--- src/rtl/scan_pkg.sv ---
// Constants shared by the scan chain slots and the scan controller bench.
package scan_pkg;

   localparam int unsigned NumIosDefault = 8;
   localparam int unsigned SyncDepth     = 2;

endpackage

--- src/rtl/scan_sync_edge.sv ---
// Synchronizer for one asynchronous scan input with a rising-edge detect.
module scan_sync_edge
   import scan_pkg::*;
(
   input  logic clk_i,
   input  logic rst_ni,
   input  logic sig_i,
   output logic s0_o,
   output logic s1_o,
   output logic rise_o
);

   // The extra flop past the synchronizer holds the previous s1 for edge detection.
   logic [SyncDepth:0] sync_q;

   always_ff @(posedge clk_i or negedge rst_ni) begin
      if (!rst_ni) begin
         sync_q <= '0;
      end else begin
         sync_q <= {sync_q[SyncDepth-1:0], sig_i};
      end
   end

   assign s0_o   = sync_q[0];
   assign s1_o   = sync_q[SyncDepth-1];
   assign rise_o = sync_q[SyncDepth-1] & ~sync_q[SyncDepth];

endmodule

--- src/rtl/scan_slot.sv ---
// One scan chain slot: shifts data MSB-first, latches it onto the design
// inputs, captures design outputs and retimes the scan controls downstream.
module scan_slot
   import scan_pkg::*;
#(
   parameter int unsigned NUM_IOS = NumIosDefault
) (
   input  logic               clk,
   input  logic               reset_n,
   input  logic               scan_clk_in,
   input  logic               scan_data_in,
   input  logic               scan_select_in,
   input  logic               scan_latch_en_in,
   output logic               scan_clk_out,
   output logic               scan_data_out,
   output logic               scan_select_out,
   output logic               scan_latch_en_out,
   output logic [NUM_IOS-1:0] module_data_in,
   input  logic [NUM_IOS-1:0] module_data_out,
   output logic               latch_strobe,
   output logic               frame_err
);

   localparam int unsigned CntW = (NUM_IOS > 1) ? $clog2(NUM_IOS) : 1;

   logic                 clk_s0, clk_s1, clk_rise;
   logic                 latch_s0, latch_s1, latch_rise;
   logic [SyncDepth-1:0] data_sync_q, sel_sync_q;
   logic                 data_s1, sel_s1;

   logic [NUM_IOS-1:0] shreg_q, shreg_d;
   logic [NUM_IOS-1:0] mdi_q, mdi_d;
   logic [CntW-1:0]    cnt_q, cnt_d, cnt_base;
   logic               strobe_q, strobe_d;
   logic               ferr_q, ferr_d;

   scan_sync_edge u_clk_sync (
      .clk_i  (clk),
      .rst_ni (reset_n),
      .sig_i  (scan_clk_in),
      .s0_o   (clk_s0),
      .s1_o   (clk_s1),
      .rise_o (clk_rise)
   );

   scan_sync_edge u_latch_sync (
      .clk_i  (clk),
      .rst_ni (reset_n),
      .sig_i  (scan_latch_en_in),
      .s0_o   (latch_s0),
      .s1_o   (latch_s1),
      .rise_o (latch_rise)
   );

   always_ff @(posedge clk or negedge reset_n) begin
      if (!reset_n) begin
         data_sync_q <= '0;
         sel_sync_q  <= '0;
      end else begin
         data_sync_q <= {data_sync_q[SyncDepth-2:0], scan_data_in};
         sel_sync_q  <= {sel_sync_q[SyncDepth-2:0], scan_select_in};
      end
   end

   assign data_s1 = data_sync_q[SyncDepth-1];
   assign sel_s1  = sel_sync_q[SyncDepth-1];

   // s1 is exactly the registered copy of s0, so it doubles as the forwarded signal.
   logic unused_s0;
   assign unused_s0 = clk_s0 ^ latch_s0;

   always_comb begin
      shreg_d  = shreg_q;
      mdi_d    = mdi_q;
      cnt_d    = cnt_q;
      strobe_d = 1'b0;
      ferr_d   = ferr_q;

      if (latch_rise) begin
         mdi_d    = shreg_q;
         strobe_d = 1'b1;
         cnt_d    = '0;
         if (cnt_q != '0) begin
            ferr_d = 1'b1;
         end
      end

      // A shift coinciding with a latch is the first bit of the next frame.
      cnt_base = latch_rise ? '0 : cnt_q;
      if (clk_rise) begin
         if (sel_s1) begin
            shreg_d = module_data_out;
         end else begin
            shreg_d = {shreg_q[NUM_IOS-2:0], data_s1};
            cnt_d   = (cnt_base == CntW'(NUM_IOS - 1)) ? '0 : cnt_base + CntW'(1);
         end
      end
   end

   always_ff @(posedge clk or negedge reset_n) begin
      if (!reset_n) begin
         shreg_q  <= '0;
         mdi_q    <= '0;
         cnt_q    <= '0;
         strobe_q <= 1'b0;
         ferr_q   <= 1'b0;
      end else begin
         shreg_q  <= shreg_d;
         mdi_q    <= mdi_d;
         cnt_q    <= cnt_d;
         strobe_q <= strobe_d;
         ferr_q   <= ferr_d;
      end
   end

   assign scan_clk_out      = clk_s1;
   assign scan_select_out   = sel_s1;
   assign scan_latch_en_out = latch_s1;
   assign scan_data_out     = shreg_q[NUM_IOS-1];
   assign module_data_in    = mdi_q;
   assign latch_strobe      = strobe_q;
   assign frame_err         = ferr_q;

endmodule

--- config.mk ---
export PLATFORM = sky130hd
export DESIGN_NAME = scan_slot
export DESIGN_NICKNAME = d
export VERILOG_FILES = /design/src/rtl/scan_pkg.sv /design/src/rtl/scan_sync_edge.sv /design/src/rtl/scan_slot.sv
export SDC_FILE = /design/constraint.sdc
export NUM_CORES = 1
export LEC_CHECK = 0
export BUFFER_PORTS_ARGS = -buffer_cell sky130_fd_sc_hd__buf_2
export CORE_MARGIN = 5
export CORE_UTILIZATION = 40
export DETAILED_ROUTE_END_ITERATION = 10
export PLACE_DENSITY = 0.62
export SETUP_SLACK_MARGIN = 0.5
export SLEW_MARGIN = 40
export SYNTH_ARGS = -nofsm -noshare
export SYNTH_HDL_FRONTEND = slang
export SYNTH_SLANG_ARGS = --single-unit
--- constraint.sdc ---
create_clock -name clk -period 1.53 [get_ports clk]
set_input_delay 0.2295 -clock clk [delete_from_list [all_inputs] [get_ports clk]]
set_output_delay 0.2295 -clock clk [all_outputs]
set_load 0.005 [all_outputs]
==> metrics.yaml, run 1 <==
clock_network:
  cts.sinks: 31
  cts_buffers: 5
  cts_tree: "yes"
  cts_root_buf: "clkbuf_4"
  max-clock-path-buffers: 2
  path_clk_slew_ps: 90
  clock_latency_ps: 310
  h-tree-depth: 2
drt:
  vias_per_cell: 4.65
  wl_mm: 2.34
  dr.pass1.iters: 3
  ant_nets: 0
  drcViolationCount: 0
  vias: 782
  wl_per_cell_um: 13.9
  drtIter0Drc: 31
critical_path:
  ff2ff_setup_slack_ps: 280
  worstSetupEndpointType: "flop"
  critPathMaxFanout: 4
  critPathLaunchType: "flop"
  cp_data_arrival_time_ps: 1460
  required_ps: 1740
  worstSetupPathType: "flop to flop"
logic_synthesis:
  syn_area_per_cell_sq_um: 14.4
  synth-seq-cells: 31
  syn_nets: 95
  ys_warn_count: 0
  syn_area_sq_um: 1150
  synth_cell_types: 17
  synth_cells: 80
  yosysSeqAreaShare_pct: 67.2
sta:
  max_freq_mhz: 799
  relSlewSlack_pct: 55.4
  tightest_slew_ps: 669
  fin_crit_sh_pct: 81.9
  hold_violations: 0
  setup_viol: 0
  min_period_ps: 1250
  fin_worst_skew_ps: 3.53
  rsz0062_at_grt: "true"
  fin_setup_tns_ps: 0
  maxSlewViolCount: 0
grt:
  grt_first_pass_wirelength_mm: 4.04
  grt_overflow: 0
  antenna_found_initial: 0
  grtUsageTotal_pct: 13.3
  grt_pass1_vias: 874
  grt_max_degree: 32
cells_and_area:
  drive_gt1_share_pct: 52.6
  area.growth.synth_to_final_pct: 42.8
  fin_cells: 168
  nNetsFinal: 151
  n_antenna_cell: 0
run:
  cap_violations: 0
floorplan:
  num_io_pins: 28
  rows: 19
  start_util_pct: 41.8
  die_h_um: 63.7
  core_sq_um: 2760
  die_w_um: 63.7
  dieArea_sq_um: 4060
place:
  dp_cells: 137
  gp_congestion: 0.707
  numPortBuffers: 27
min_path:
  hold_class: "input port to flop"
run_status:
  outcome: "finished, final reports clean"
power_and_ir_drop:
  leakagePower_nw: 0.843
  power_density_nw_per_um2: 1170
  vdd_ir_drop_max_uv: 961
[power breakdown]
part | leakage, nW | total (mW) | internal (mW) | switching [mW]
registers | 0.377 | 1.00 | 0.932 | 0.0689
clock network | 0.0386 | 0.521 | 0.270 | 0.251
logic | 0.428 | 0.409 | 0.261 | 0.148
[final cells by class]
class	instances	area (sq um)
well taps	31	38.8
multi-input cells	45	407
flip-flops and latches	31	776
fillers	226	1110
clock buffers	8	68.8
repair buffers	52	354
inverters	1	3.75
[stage by stage]
step / hold WS [ps] / power (mW) / utilization [%] / setup slack, ps / instance area (sq um)
after global routing: 190 / 2.07 / 59.8 / 239 / 1650
after CTS: 9.69 / 1.91 / 57.1 / 266 / 1580
after detailed placement: 302 / 1.30 / 48.7 / 246 / 1340
final: 191 / 1.93 / 59.8 / 278 / 1650
after global placement: 294 / 1.28 / 48.7 / 276 / 1340
after floorplan: -66.1 / 1.15 / - / 326 / 1170
[critical path, stage by stage (launching register included)]
cell	delay, ps
dfrtp_1	380
nand2b_4	150
and2_4	150
ha_4	220
mux2_4	250
[sequential cells by signal (all words and copies together), names as in the netlist]
signal	cells
shreg_q	8
u_clk_sync.sync_q	3
latch_strobe	1
sel_sync_q	2
module_data_in	8
frame_err	1
cnt_q	3
u_latch_sync.sync_q	3
data_sync_q	2
[layer usage]
metal	GRT usage, %	vias up	routed length (um)
li1	-	381	-
met2	20.9	27	1150
met5	0	-	0
met3	5.33	5	149
met1	15.8	369	1000
met4	6.23	0	36
[logic make-up (layout without fill, tap and decap cells)]
kind of cell	Yosys count	in the layout	synth area share [%]
fa+ha+maj	1	1	1.08
mux	17	17	15.7
compound gates	9	9	4.12
flops	31	31	67.2
simple gates	16	16	8.13
xor+xnor	2	2	1.52
buf+inv	4	61	2.17
[cell usage in the layout (no fill, tap or decap), drive strengths merged, types with 5 or more instances in the layout]
cell / count
o21ai: 8
clkbuf: 8
buf: 47
dlygate4sd3: 5
nand2: 10
dfrtp: 31
mux2i: 8
mux2: 9
[final timing paths]
check,from,end,cells after the start
max,u_latch_sync.sync_q[2],cnt_q[1],4
min,module_data_out[0],shreg_q[0],3
max reg2reg,u_latch_sync.sync_q[2],cnt_q[1],4
min reg2reg,u_latch_sync.sync_q[0],u_latch_sync.sync_q[1],0
max in group asynchronous,reset_n,module_data_in[3],2
min in group asynchronous,reset_n,module_data_in[7],2
[synth_stat cells, drive strengths merged]
library cell	number	area, sq um
mux2	9	101
buf	3	21.3
nor3b	1	18.8
nand2b	2	20.0
inv	1	3.75
dfrtp	31	776
o21bai	1	7.51
nor3	1	5.00
nand2	10	37.5
o21ai	8	40.0
and2	2	12.5
ha	1	12.5
xor2	2	17.5
mux2i	8	80.1
[timing repair]
item | CTS | global route
pin swaps | 2 | 5
hold buffers | 4 | 1
hold endpoints to repair | 34 | 1
resized for setup | 9 | 10
endpoints found under the setup margin | 28 | 31
buffers inserted | 12 | 6
Power figures use the tool's default switching activity.
==> run 2: changes to the inputs <==
==> constraint.sdc (replaced) <==
create_clock -name clk -period 1.22 [get_ports clk]
set_input_delay 0.183 -clock clk [delete_from_list [all_inputs] [get_ports clk]]
set_output_delay 0.183 -clock clk [all_outputs]
set_load 0.005 [all_outputs]
==> run 2 against run 1 <==
The flow now finishes with violations (negative setup slack). Critical path type unchanged. Flip-flop and latch count did not move. Sequential power rose by 24%. Total power rose by 29%. Via count fell by 3.3%. Largest cell class unchanged.
==> metrics.yaml, run 2 (synthesis results as in run 1) <==
critical_path:
  ff2ff_setup_slack_ps: -20
  path_buf_inv: 0
  crit_family: "flip-flops"
  critPathMaxFanout: 3
  slowest_delay_ps: 380
  required_ps: 1450
  r2r_cells: 4
  cp_data_arrival_time_ps: 1460
  critical_path_depth: 4
  cp_slowest_cell: "dfrtp_1"
  crit_chain: "nand2b_4, and2_4, ha_4, mux2_4"
  critPathLaunchType: "flop"
  worstSetupEndpointType: "flop"
  worstSetupPathType: "flop to flop"
cells_and_area:
  final_util_pct: 59.2
  nNetsFinal: 144
  drive_gt1_share_pct: 49.2
  area.growth.synth_to_final_pct: 41.4
  n_antenna_cell: 0
  fin_cells: 161
  layout_common_cells: "dfrtp_1 (31), buf_2 (26), nand2_1 (10), mux2_2 (8), o21ai_1 (8)"
  layout_commonest_cell: "dfrtp_1"
  fillers: 224
clock_network:
  cts_buffers: 5
  max-clock-path-buffers: 2
  cts.sinks: 31
  clock_latency_ps: 330
  cts_tree: "yes"
  path_clk_slew_ps: 100
  cts_root_buf: "clkbuf_4"
  h-tree-depth: 2
drt:
  wl_mm: 2.12
  wl_per_cell_um: 13.2
  ant_nets: 0
  drcViolationCount: 0
  dr.pass1.iters: 4
  vias: 756
  drtIter0Drc: 8
  vias_per_cell: 4.70
sta:
  setup_ws_ps: -17.5
  rsz0062_at_grt: "true"
  hold_violations: 0
  min_period_ps: 1240
  relSlewSlack_pct: 82.0
  fin_crit_sh_pct: 101
  max_freq_mhz: 808
  fin_worst_skew_ps: 5.86
  tightest_slew_ps: 270
  setup_viol: 1
  maxSlewViolCount: 0
power_and_ir_drop:
  power_density_nw_per_um2: 1530
  vdd_ir_drop_max_uv: 1260
  leakagePower_nw: 0.818
min_path:
  hold_depth: 3
  hold_class: "input port to flop"
grt:
  grt_pass1_vias: 771
  antenna_found_initial: 0
  grt_overflow: 0
  grtUsageTotal_pct: 12.0
  grt_max_degree: 32
  grt_first_pass_wirelength_mm: 3.65
floorplan:
  die_w_um: 63.7
  core_sq_um: 2760
  die_h_um: 63.7
  start_util_pct: 41.8
  num_io_pins: 28
  rows: 19
  dieArea_sq_um: 4060
place:
  dp_cells: 138
  numPortBuffers: 27
  gp_congestion: 0.676
  hpwlAfterDp_mm: 1.36
run_status:
  violations: "negative setup slack"
  outcome: "finished with violations"
run:
  cap_violations: 0
-- run 2: area by class of cell --
class	instances	area [sq um]	area share [%]
clock buffer	6	51.3	3.14
clock inverter	2	35.0	2.15
inverter	1	3.75	0.230
multi-input combinational	45	385	23.6
sequential	31	776	47.5
tap	31	38.8	2.38
timing repair buffer	45	342	20.9
-- run 2: where the power goes --
| part | internal, mW | switching [mW] | total (mW) |
|---|---|---|---|
| registers | 1.17 | 0.0750 | 1.24 |
| clock network | 0.484 | 0.354 | 0.838 |
| logic | 0.253 | 0.166 | 0.419 |
-- run 2: timing repair --
| item | 4_1_cts | 5_1_grt |
|---|---|---|
| buffers inserted | 4 | 5 |
| cloned | 0 | 1 |
| endpoints found under the hold margin | 35 | 0 |
| pin swaps | 1 | 3 |
| resized for setup | 4 | 14 |
| hold buffers | 5 | 0 |
| setup endpoints to repair | 35 | 66 |
-- run 2: tightest hold or removal path, cell delays in order --
cell	delay (ps)
buf_2	80
mux2i_1	60
o21ai_1	110
-- run 2: per-stage QoR --
step	total power, mW	hold slack [ps]	TNS [ps]	instance area (sq um)	setup slack (ps)
floorplan	1.45	-113	0	1170	16.3
global placement	1.60	212	0	1350	16.1
detailed placement	1.62	218	-5.97	1350	-5.97
CTS	2.49	136	-22.2	1530	-22.2
global route	2.66	119	-159	1630	-63.7
finish	2.50	139	-17.5	1630	-17.5
-- run 2: worst paths after layout --
| path | startpoint | to |
|---|---|---|
| worst max-delay path | u_latch_sync.sync_q[2] | cnt_q[1] |
| worst min-delay path | module_data_out[4] | shreg_q[4] |
| worst max register to register | u_latch_sync.sync_q[2] | cnt_q[1] |
| worst min register to register | sel_sync_q[0] | sel_sync_q[1] |
| max in group asynchronous | reset_n | data_sync_q[0] |
| min in group asynchronous | reset_n | latch_strobe |
-- run 2: metal layers --
metal / global-route usage [%] / part of all wire (%)
met4: 7.79 / 1.4
met5: 0 / 0
met3: 5.51 / 8.7
met2: 17.1 / 50
met1: 14.6 / 40
